**src/rtl/dram_port_arbiter_pkg.sv**
```systemverilog
// Shared types for the DRAM port arbiter: FSM states, operation encoding,
// and an index-width helper used to size grant/pointer fields.
package dram_port_arbiter_pkg;

    typedef enum logic [1:0] {
        ST_IDLE = 2'd0,
        ST_BUSY = 2'd1,
        ST_DONE = 2'd2
    } state_t;

    typedef enum logic {
        OP_READ  = 1'b0,
        OP_WRITE = 1'b1
    } op_t;

    // Width of an index into an n-entry vector (at least one bit).
    function automatic int idx_w(input int n);
        return (n > 1) ? $clog2(n) : 1;
    endfunction

endpackage

```
**src/rtl/dram_port_arbiter_rr.sv**
```systemverilog
// Combinational round-robin picker: returns the first requester at or after
// the pointer, wrapping from N-1 back to 0.
module dram_port_arbiter_rr #(
    parameter int N  = 2,
    parameter int IW = 1
) (
    input  logic [N-1:0]  i_req,
    input  logic [IW-1:0] i_ptr,
    output logic [IW-1:0] o_grant,
    output logic          o_valid
);

    logic [IW-1:0] w_grant;
    logic          w_valid;
    int            w_idx;

    // Scan ports starting at the pointer; the first hit wins.
    always_comb begin
        w_grant = '0;
        w_valid = 1'b0;
        w_idx   = 0;
        for (int k = 0; k < N; k++) begin
            w_idx = ((int'(i_ptr) + k) >= N) ? (int'(i_ptr) + k - N) : (int'(i_ptr) + k);
            if (!w_valid && i_req[w_idx]) begin
                w_grant = IW'(w_idx);
                w_valid = 1'b1;
            end else begin
                w_grant = w_grant;
                w_valid = w_valid;
            end
        end
    end

    assign o_grant = w_grant;
    assign o_valid = w_valid;

endmodule

```
**src/rtl/dram_port_arbiter.sv**
```systemverilog
// N-port DRAM arbiter: serialises single-word read/write requests from the
// masters onto one SDRAM controller port with round-robin fairness, per-port
// write permission, a completion watchdog and per-port error pulses.
module dram_port_arbiter
    import dram_port_arbiter_pkg::*;
#(
    parameter int                   NUM_PORTS  = 2,
    parameter int                   ADDR_W     = 24,
    parameter int                   DATA_W     = 32,
    parameter logic [NUM_PORTS-1:0] WRITE_MASK = 2'b10,
    parameter int                   TIMEOUT    = 1023,
    localparam int                  GW         = idx_w(NUM_PORTS)
) (
    input  logic                          clk,
    input  logic                          rst_n,
    input  logic [NUM_PORTS*ADDR_W-1:0]   m_addr,
    input  logic [NUM_PORTS*DATA_W-1:0]   m_wdata,
    input  logic [NUM_PORTS-1:0]          m_req_read,
    input  logic [NUM_PORTS-1:0]          m_req_write,
    output logic [DATA_W-1:0]             m_rdata,
    output logic [NUM_PORTS-1:0]          m_data_valid,
    output logic [NUM_PORTS-1:0]          m_write_complete,
    output logic [NUM_PORTS-1:0]          m_error,
    output logic [ADDR_W-1:0]             dram_addr,
    output logic [DATA_W-1:0]             dram_data_in,
    output logic                          dram_req_read,
    output logic                          dram_req_write,
    input  logic [DATA_W-1:0]             dram_data_out,
    input  logic                          dram_data_out_valid,
    input  logic                          dram_write_complete,
    output logic                          busy,
    output logic [GW-1:0]                 grant_id
);

    // Watchdog counts 0..TIMEOUT-1 BUSY cycles; expiry on the TIMEOUT-th.
    localparam int              CW      = (TIMEOUT > 1) ? $clog2(TIMEOUT) : 1;
    localparam bit              WD_EN   = (TIMEOUT != 0);
    localparam logic [CW-1:0]   WD_LAST = CW'((TIMEOUT > 0) ? (TIMEOUT - 1) : 0);
    localparam logic [NUM_PORTS-1:0] ONE_1H = {{(NUM_PORTS-1){1'b0}}, 1'b1};

    state_t                 r_state;
    op_t                    r_op;
    logic [GW-1:0]          r_grant;
    logic [GW-1:0]          r_ptr;
    logic [CW-1:0]          r_wdog;
    logic [DATA_W-1:0]      r_rdata;
    logic [NUM_PORTS-1:0]   r_dv;
    logic [NUM_PORTS-1:0]   r_wc;
    logic [NUM_PORTS-1:0]   r_err;
    logic [ADDR_W-1:0]      r_addr;
    logic [DATA_W-1:0]      r_wdata;
    logic                   r_req_rd;
    logic                   r_req_wr;
    logic                   r_busy;

    logic [GW-1:0]          w_gnt;
    logic                   w_gnt_valid;
    logic [ADDR_W-1:0]      w_sel_addr;
    logic [DATA_W-1:0]      w_sel_wdata;
    logic                   w_sel_write;
    logic                   w_sel_wok;
    logic [NUM_PORTS-1:0]   w_gnt_1h;
    logic [NUM_PORTS-1:0]   w_cur_1h;

    dram_port_arbiter_rr #(
        .N  (NUM_PORTS),
        .IW (GW)
    ) u_rr (
        .i_req   (m_req_read | m_req_write),
        .i_ptr   (r_ptr),
        .o_grant (w_gnt),
        .o_valid (w_gnt_valid)
    );

    assign w_gnt_1h = ONE_1H << w_gnt;
    assign w_cur_1h = ONE_1H << r_grant;

    // Mux the winning port's address, data, op and write permission.
    always_comb begin
        w_sel_addr  = '0;
        w_sel_wdata = '0;
        w_sel_write = 1'b0;
        w_sel_wok   = 1'b0;
        for (int i = 0; i < NUM_PORTS; i++) begin
            if (w_gnt == GW'(i)) begin
                w_sel_addr  = m_addr[i*ADDR_W +: ADDR_W];
                w_sel_wdata = m_wdata[i*DATA_W +: DATA_W];
                w_sel_write = m_req_write[i];
                w_sel_wok   = WRITE_MASK[i];
            end else begin
                w_sel_addr  = w_sel_addr;
                w_sel_wdata = w_sel_wdata;
                w_sel_write = w_sel_write;
                w_sel_wok   = w_sel_wok;
            end
        end
    end

    // Arbitration FSM with latched request, watchdog and registered outputs.
    always_ff @(posedge clk or negedge rst_n) begin
        if (!rst_n) begin
            r_state  <= ST_IDLE;
            r_op     <= OP_READ;
            r_grant  <= '0;
            r_ptr    <= '0;
            r_wdog   <= '0;
            r_rdata  <= '0;
            r_dv     <= '0;
            r_wc     <= '0;
            r_err    <= '0;
            r_addr   <= '0;
            r_wdata  <= '0;
            r_req_rd <= 1'b0;
            r_req_wr <= 1'b0;
            r_busy   <= 1'b0;
        end else begin
            case (r_state)
                ST_IDLE: begin
                    if (w_gnt_valid) begin
                        r_grant <= w_gnt;
                        r_addr  <= w_sel_addr;
                        r_wdata <= w_sel_wdata;
                        r_wdog  <= '0;
                        r_busy  <= 1'b1;
                        if (w_sel_write) begin
                            r_op <= OP_WRITE;
                            if (w_sel_wok) begin
                                r_req_wr <= 1'b1;
                                r_state  <= ST_BUSY;
                            end else begin
                                // Read-only port: reject without touching DRAM.
                                r_wc    <= w_gnt_1h;
                                r_err   <= w_gnt_1h;
                                r_state <= ST_DONE;
                            end
                        end else begin
                            r_op     <= OP_READ;
                            r_req_rd <= 1'b1;
                            r_state  <= ST_BUSY;
                        end
                    end else begin
                        r_state <= ST_IDLE;
                    end
                end
                ST_BUSY: begin
                    if ((r_op == OP_READ) && dram_data_out_valid) begin
                        r_rdata  <= dram_data_out;
                        r_dv     <= w_cur_1h;
                        r_req_rd <= 1'b0;
                        r_state  <= ST_DONE;
                    end else if ((r_op == OP_WRITE) && dram_write_complete) begin
                        r_wc     <= w_cur_1h;
                        r_req_wr <= 1'b0;
                        r_state  <= ST_DONE;
                    end else if (WD_EN && (r_wdog == WD_LAST)) begin
                        // Controller never answered: abandon with an error.
                        r_req_rd <= 1'b0;
                        r_req_wr <= 1'b0;
                        r_err    <= w_cur_1h;
                        if (r_op == OP_READ) begin
                            r_dv <= w_cur_1h;
                        end else begin
                            r_wc <= w_cur_1h;
                        end
                        r_state <= ST_DONE;
                    end else if (WD_EN) begin
                        r_wdog <= r_wdog + CW'(1);
                    end else begin
                        r_wdog <= r_wdog;
                    end
                end
                ST_DONE: begin
                    // One quiet cycle so a stale held request is not re-granted.
                    r_dv    <= '0;
                    r_wc    <= '0;
                    r_err   <= '0;
                    r_busy  <= 1'b0;
                    r_ptr   <= (r_grant == GW'(NUM_PORTS - 1)) ? '0 : (r_grant + GW'(1));
                    r_state <= ST_IDLE;
                end
                default: begin
                    r_req_rd <= 1'b0;
                    r_req_wr <= 1'b0;
                    r_busy   <= 1'b0;
                    r_state  <= ST_IDLE;
                end
            endcase
        end
    end

    assign m_rdata          = r_rdata;
    assign m_data_valid     = r_dv;
    assign m_write_complete = r_wc;
    assign m_error          = r_err;
    assign dram_addr        = r_addr;
    assign dram_data_in     = r_wdata;
    assign dram_req_read    = r_req_rd;
    assign dram_req_write   = r_req_wr;
    assign busy             = r_busy;
    assign grant_id         = r_grant;

endmodule

```
**config.mk**
```make
export PLATFORM = sky130hd
export DESIGN_NAME = dram_port_arbiter
export DESIGN_NICKNAME = d
export VERILOG_FILES = /design/src/rtl/dram_port_arbiter_pkg.sv /design/src/rtl/dram_port_arbiter_rr.sv /design/src/rtl/dram_port_arbiter.sv
export SDC_FILE = /design/constraint.sdc
export NUM_CORES = 1
export LEC_CHECK = 0
export ABC_AREA = 1
export CAP_MARGIN = 20
export CORE_ASPECT_RATIO = 1.4
export CORE_MARGIN = 3
export CORE_UTILIZATION = 30
export CTS_CLUSTER_SIZE = 24
export DETAILED_ROUTE_END_ITERATION = 7
export SYNTH_ARGS = -nofsm -noshare
export SYNTH_HDL_FRONTEND = slang
export SYNTH_SLANG_ARGS = --single-unit
export TNS_END_PERCENT = 30
```
**constraint.sdc**
```tcl
create_clock -name clk -period 2.65 [get_ports clk]
set_clock_uncertainty 0.2 [all_clocks]
set_input_delay 0.265 -clock clk [delete_from_list [all_inputs] [get_ports clk]]
set_output_delay 0.265 -clock clk [all_outputs]
set_load 0.05 [all_outputs]
```
==> flow_metrics.env <==
export IMPL_vias=4890
export IMPL_grt_antenna_before_repair=2
export IMPL_fin_crit_ns=2.18
export IMPL_grt_pass1_vias=4951
export IMPL_placed_area_um2=7960
export IMPL_slew_violations=0
export IMPL_max_freq_mhz=458
export IMPL_power_density_nw_per_um2=1360
export IMPL_placement_io_buffers=249
export IMPL_drt_iter0_markers=240
export IMPL_start_util=0.309
export IMPL_max_slew_worst_pin_slew_ns=0.972
export IMPL_detail_route_wl_per_cell_um=14.6
export IMPL_grt_ovfl_total=0
export IMPL_hold_start="m_addr[29]"
export IMPL_ys_seq_area_frac=0.537
export IMPL_synth_nets=745
export IMPL_drc=0
export IMPL_insertedDiodeCount=0
export IMPL_ant_nets=0
export IMPL_hold_depth=3
export IMPL_finish_instance_area_um2=8280
export IMPL_track_usage=0.161
export IMPL_hold_class="in2reg"
export IMPL_yosys_warnings=0
export IMPL_hold_buffers=1
export IMPL_slowest_delay_ns=0.41
export IMPL_final_cell_mix="248 x clkdlybuf4s50_1, 185 x nand2_1, 112 x dfrtp_1"
export IMPL_required_ns=2.73
export IMPL_fin_setup_tns_ns=0
export IMPL_dr_pass1_iters=5
export IMPL_wl_mm=15.6
export IMPL_die_w_um=117
export IMPL_drive_gt1_frac=0.0874
export IMPL_rrSetupSlack_ns=0.47
export IMPL_ys_seq_elements=112
export IMPL_rsz0062_at_grt="false"
export IMPL_outcome="completed"
export IMPL_grt_pass1_wl_mm=25.1
export IMPL_worst_skew_pair_late_latency_ns=0.35
export IMPL_clock_sinks=112
export IMPL_critPathCaptureType="register"
export IMPL_coreArea_um2=16900
export IMPL_synth_distinct_cells=26
export IMPL_die_y_um=162
export IMPL_cp_slowest_cell="dfrtp_1"
export IMPL_grt_start_max_net_pins=70
export IMPL_cellLeakagePower_nw=3.59
export IMPL_synth_async_reset_ratio=1.00
export IMPL_regToRegStartpoint="r_state[1]"
export IMPL_startpoint_type="register"
export IMPL_dp_hpwl_mm=12.0
export IMPL_reg2reg_to="r_wdog[7]"
export IMPL_area_delta_synth_final_pct=58.8
export IMPL_hold_viol_final=0
export IMPL_synth_top_flop_cell="dfrtp_1"
export IMPL_syn_inst=587
export IMPL_cts_tree="done"
export IMPL_max_slew_margin_rel=0.352
export IMPL_rows=56
export IMPL_cts_root_buf="clkbuf_16"
export IMPL_critical_path_class="reg2reg"
export IMPL_timing_final_crit_share=0.823
export IMPL_ioPinCount=250
export IMPL_vias_per_cell=4.58
export IMPL_layout_nets=988
export IMPL_die_area_um2=19000
export IMPL_cts_buffers=9
export IMPL_drv_cap=0
export IMPL_cts_clk_slew_worst_paths_ns=0.08
export IMPL_fillCellCount=1644
export IMPL_final_common_cell="clkdlybuf4s50_1"
export IMPL_cts_setup_buffers=0
export IMPL_syn_area_um2=5220
export IMPL_cts_resized=0
export IMPL_cp_max_fo=13
export IMPL_cp_arrival_ns=2.26
export IMPL_cts_buffer_depth=2
export IMPL_h_tree_depth=3
export IMPL_reg2reg_depth=8
export IMPL_avgSynthCellArea_um2=8.89
export IMPL_synth_edf_count=0
export IMPL_ir_drop_v=0.000658
export IMPL_crit_chain="inv_1 > ha_1 > nor2_1 > inv_1 > nand3_2 > nor2_2 > nand2_1 > nand2_1"
export IMPL_min_to="dram_addr[5]"
export IMPL_finalSetupViolCount=0
export IMPL_power_w=0.0113
export IMPL_place_gp_congestion=0.836
-- per-stage QoR --
stage | setup slack [ns] | utilization | hold WS (ns) | std cells
floorplan | 0.921 | - | -0.231 | 587
global placement | 0.195 | 0.472 | 0.192 | 1050
detailed placement | 0.137 | 0.472 | 0.190 | 1050
CTS | 0.447 | 0.491 | 0.248 | 1067
global route | 0.281 | 0.491 | 0.264 | 1067
finish | 0.469 | 0.491 | 0.259 | 1067
-- registers in the layout, summed over array words and instances (netlist names) --
register	cells
busy	1
grant_id	1
r_wdog	10
r_ptr	1
dram_addr	24
dram_data_in	32
r_op	1
r_state	2
m_rdata	32
m_write_complete	2
dram_req_read	1
dram_req_write	1
m_data_valid	2
m_error	2
-- layout make-up --
class                   instances  area (µm²)  share of cell area
clock inverters                 7        86.3              0.0104
inverters                      24        90.1              0.0109
well taps                     232         290              0.0350
repair buffers                264        2660               0.320
flip-flops and latches        112        2800               0.338
multi-input cells             419        2130               0.258
clock buffers                   9         225              0.0272
-- cell families (layout without fill, tap and decap cells) --
group / count (synthesis) / after routing / share of synthesized area
xor gates and xnor gates: 4 / 4 / 0.00672
AOI/OAI and AO/OA: 82 / 82 / 0.0947
muxes: 32 / 32 / 0.0691
DFF: 112 / 112 / 0.537
adders and majority gates: 6 / 6 / 0.0144
and+or+nand+nor: 295 / 295 / 0.223
buffers and inverters: 56 / 304 / 0.0549
-- per-layer routing --
layer	track usage	up-vias	wire (µm)
met2	0.303	167	8330
met4	0.0470	4	244
met1	0.175	2282	5860
li1	-	2415	-
met5	0	-	27
met3	0.0484	22	1130
-- worst max-delay path, delay by kind of cell, from the launching register on --
kind          cells  cell delay (ns)
simple gates      5             0.90
flops             1             0.41
buf+inv           2             0.20
fa+ha+maj         1             0.40
-- cells in the mapped netlist (2+ instances only) --
master / n / area [µm²]
inv_1: 22 / 82.6
nand4_1: 4 / 25.0
nand2_1: 185 / 694
nand3_1: 20 / 100
nand2_2: 2 / 12.5
o21ai_1: 7 / 35.0
nor2_1: 80 / 300
mux2_2: 32 / 360
a21oi_1: 3 / 15.0
dfrtp_1: 112 / 2800
buf_4: 15 / 113
ha_1: 6 / 75.1
a31oi_1: 56 / 350
inv_2: 2 / 7.51
xor2_1: 4 / 35.0
o21ai_0: 13 / 65.1
buf_2: 15 / 75.1
-- worst max path at each step --
| stage | start | end | slack [ns] | depth (start not counted) |
|---|---|---|---|---|
| detailed placement | m_req_read[1] | dram_addr[1] | 0.14 | 7 |
| finish | r_state[1] | r_wdog[7] | 0.47 | 8 |
| global placement | m_req_read[1] | dram_data_in[14] | 0.20 | 7 |
| floorplan | r_state[0] | dram_addr[15] | 0.92 | 8 |
| CTS | r_state[1] | dram_addr[14] | 0.45 | 7 |
| global route | r_state[1] | dram_addr[15] | 0.28 | 7 |
-- power breakdown --
part | switching, W | leakage [nW] | internal [W]
clock | 0.000700 | 0.151 | 0.000680
sequential | 0.000436 | 1.33 | 0.00252
combinational | 0.00455 | 2.11 | 0.00243
total | 0.00568 | 3.59 | 0.00562
No activity file was read; power rests on OpenSTA's default activity.
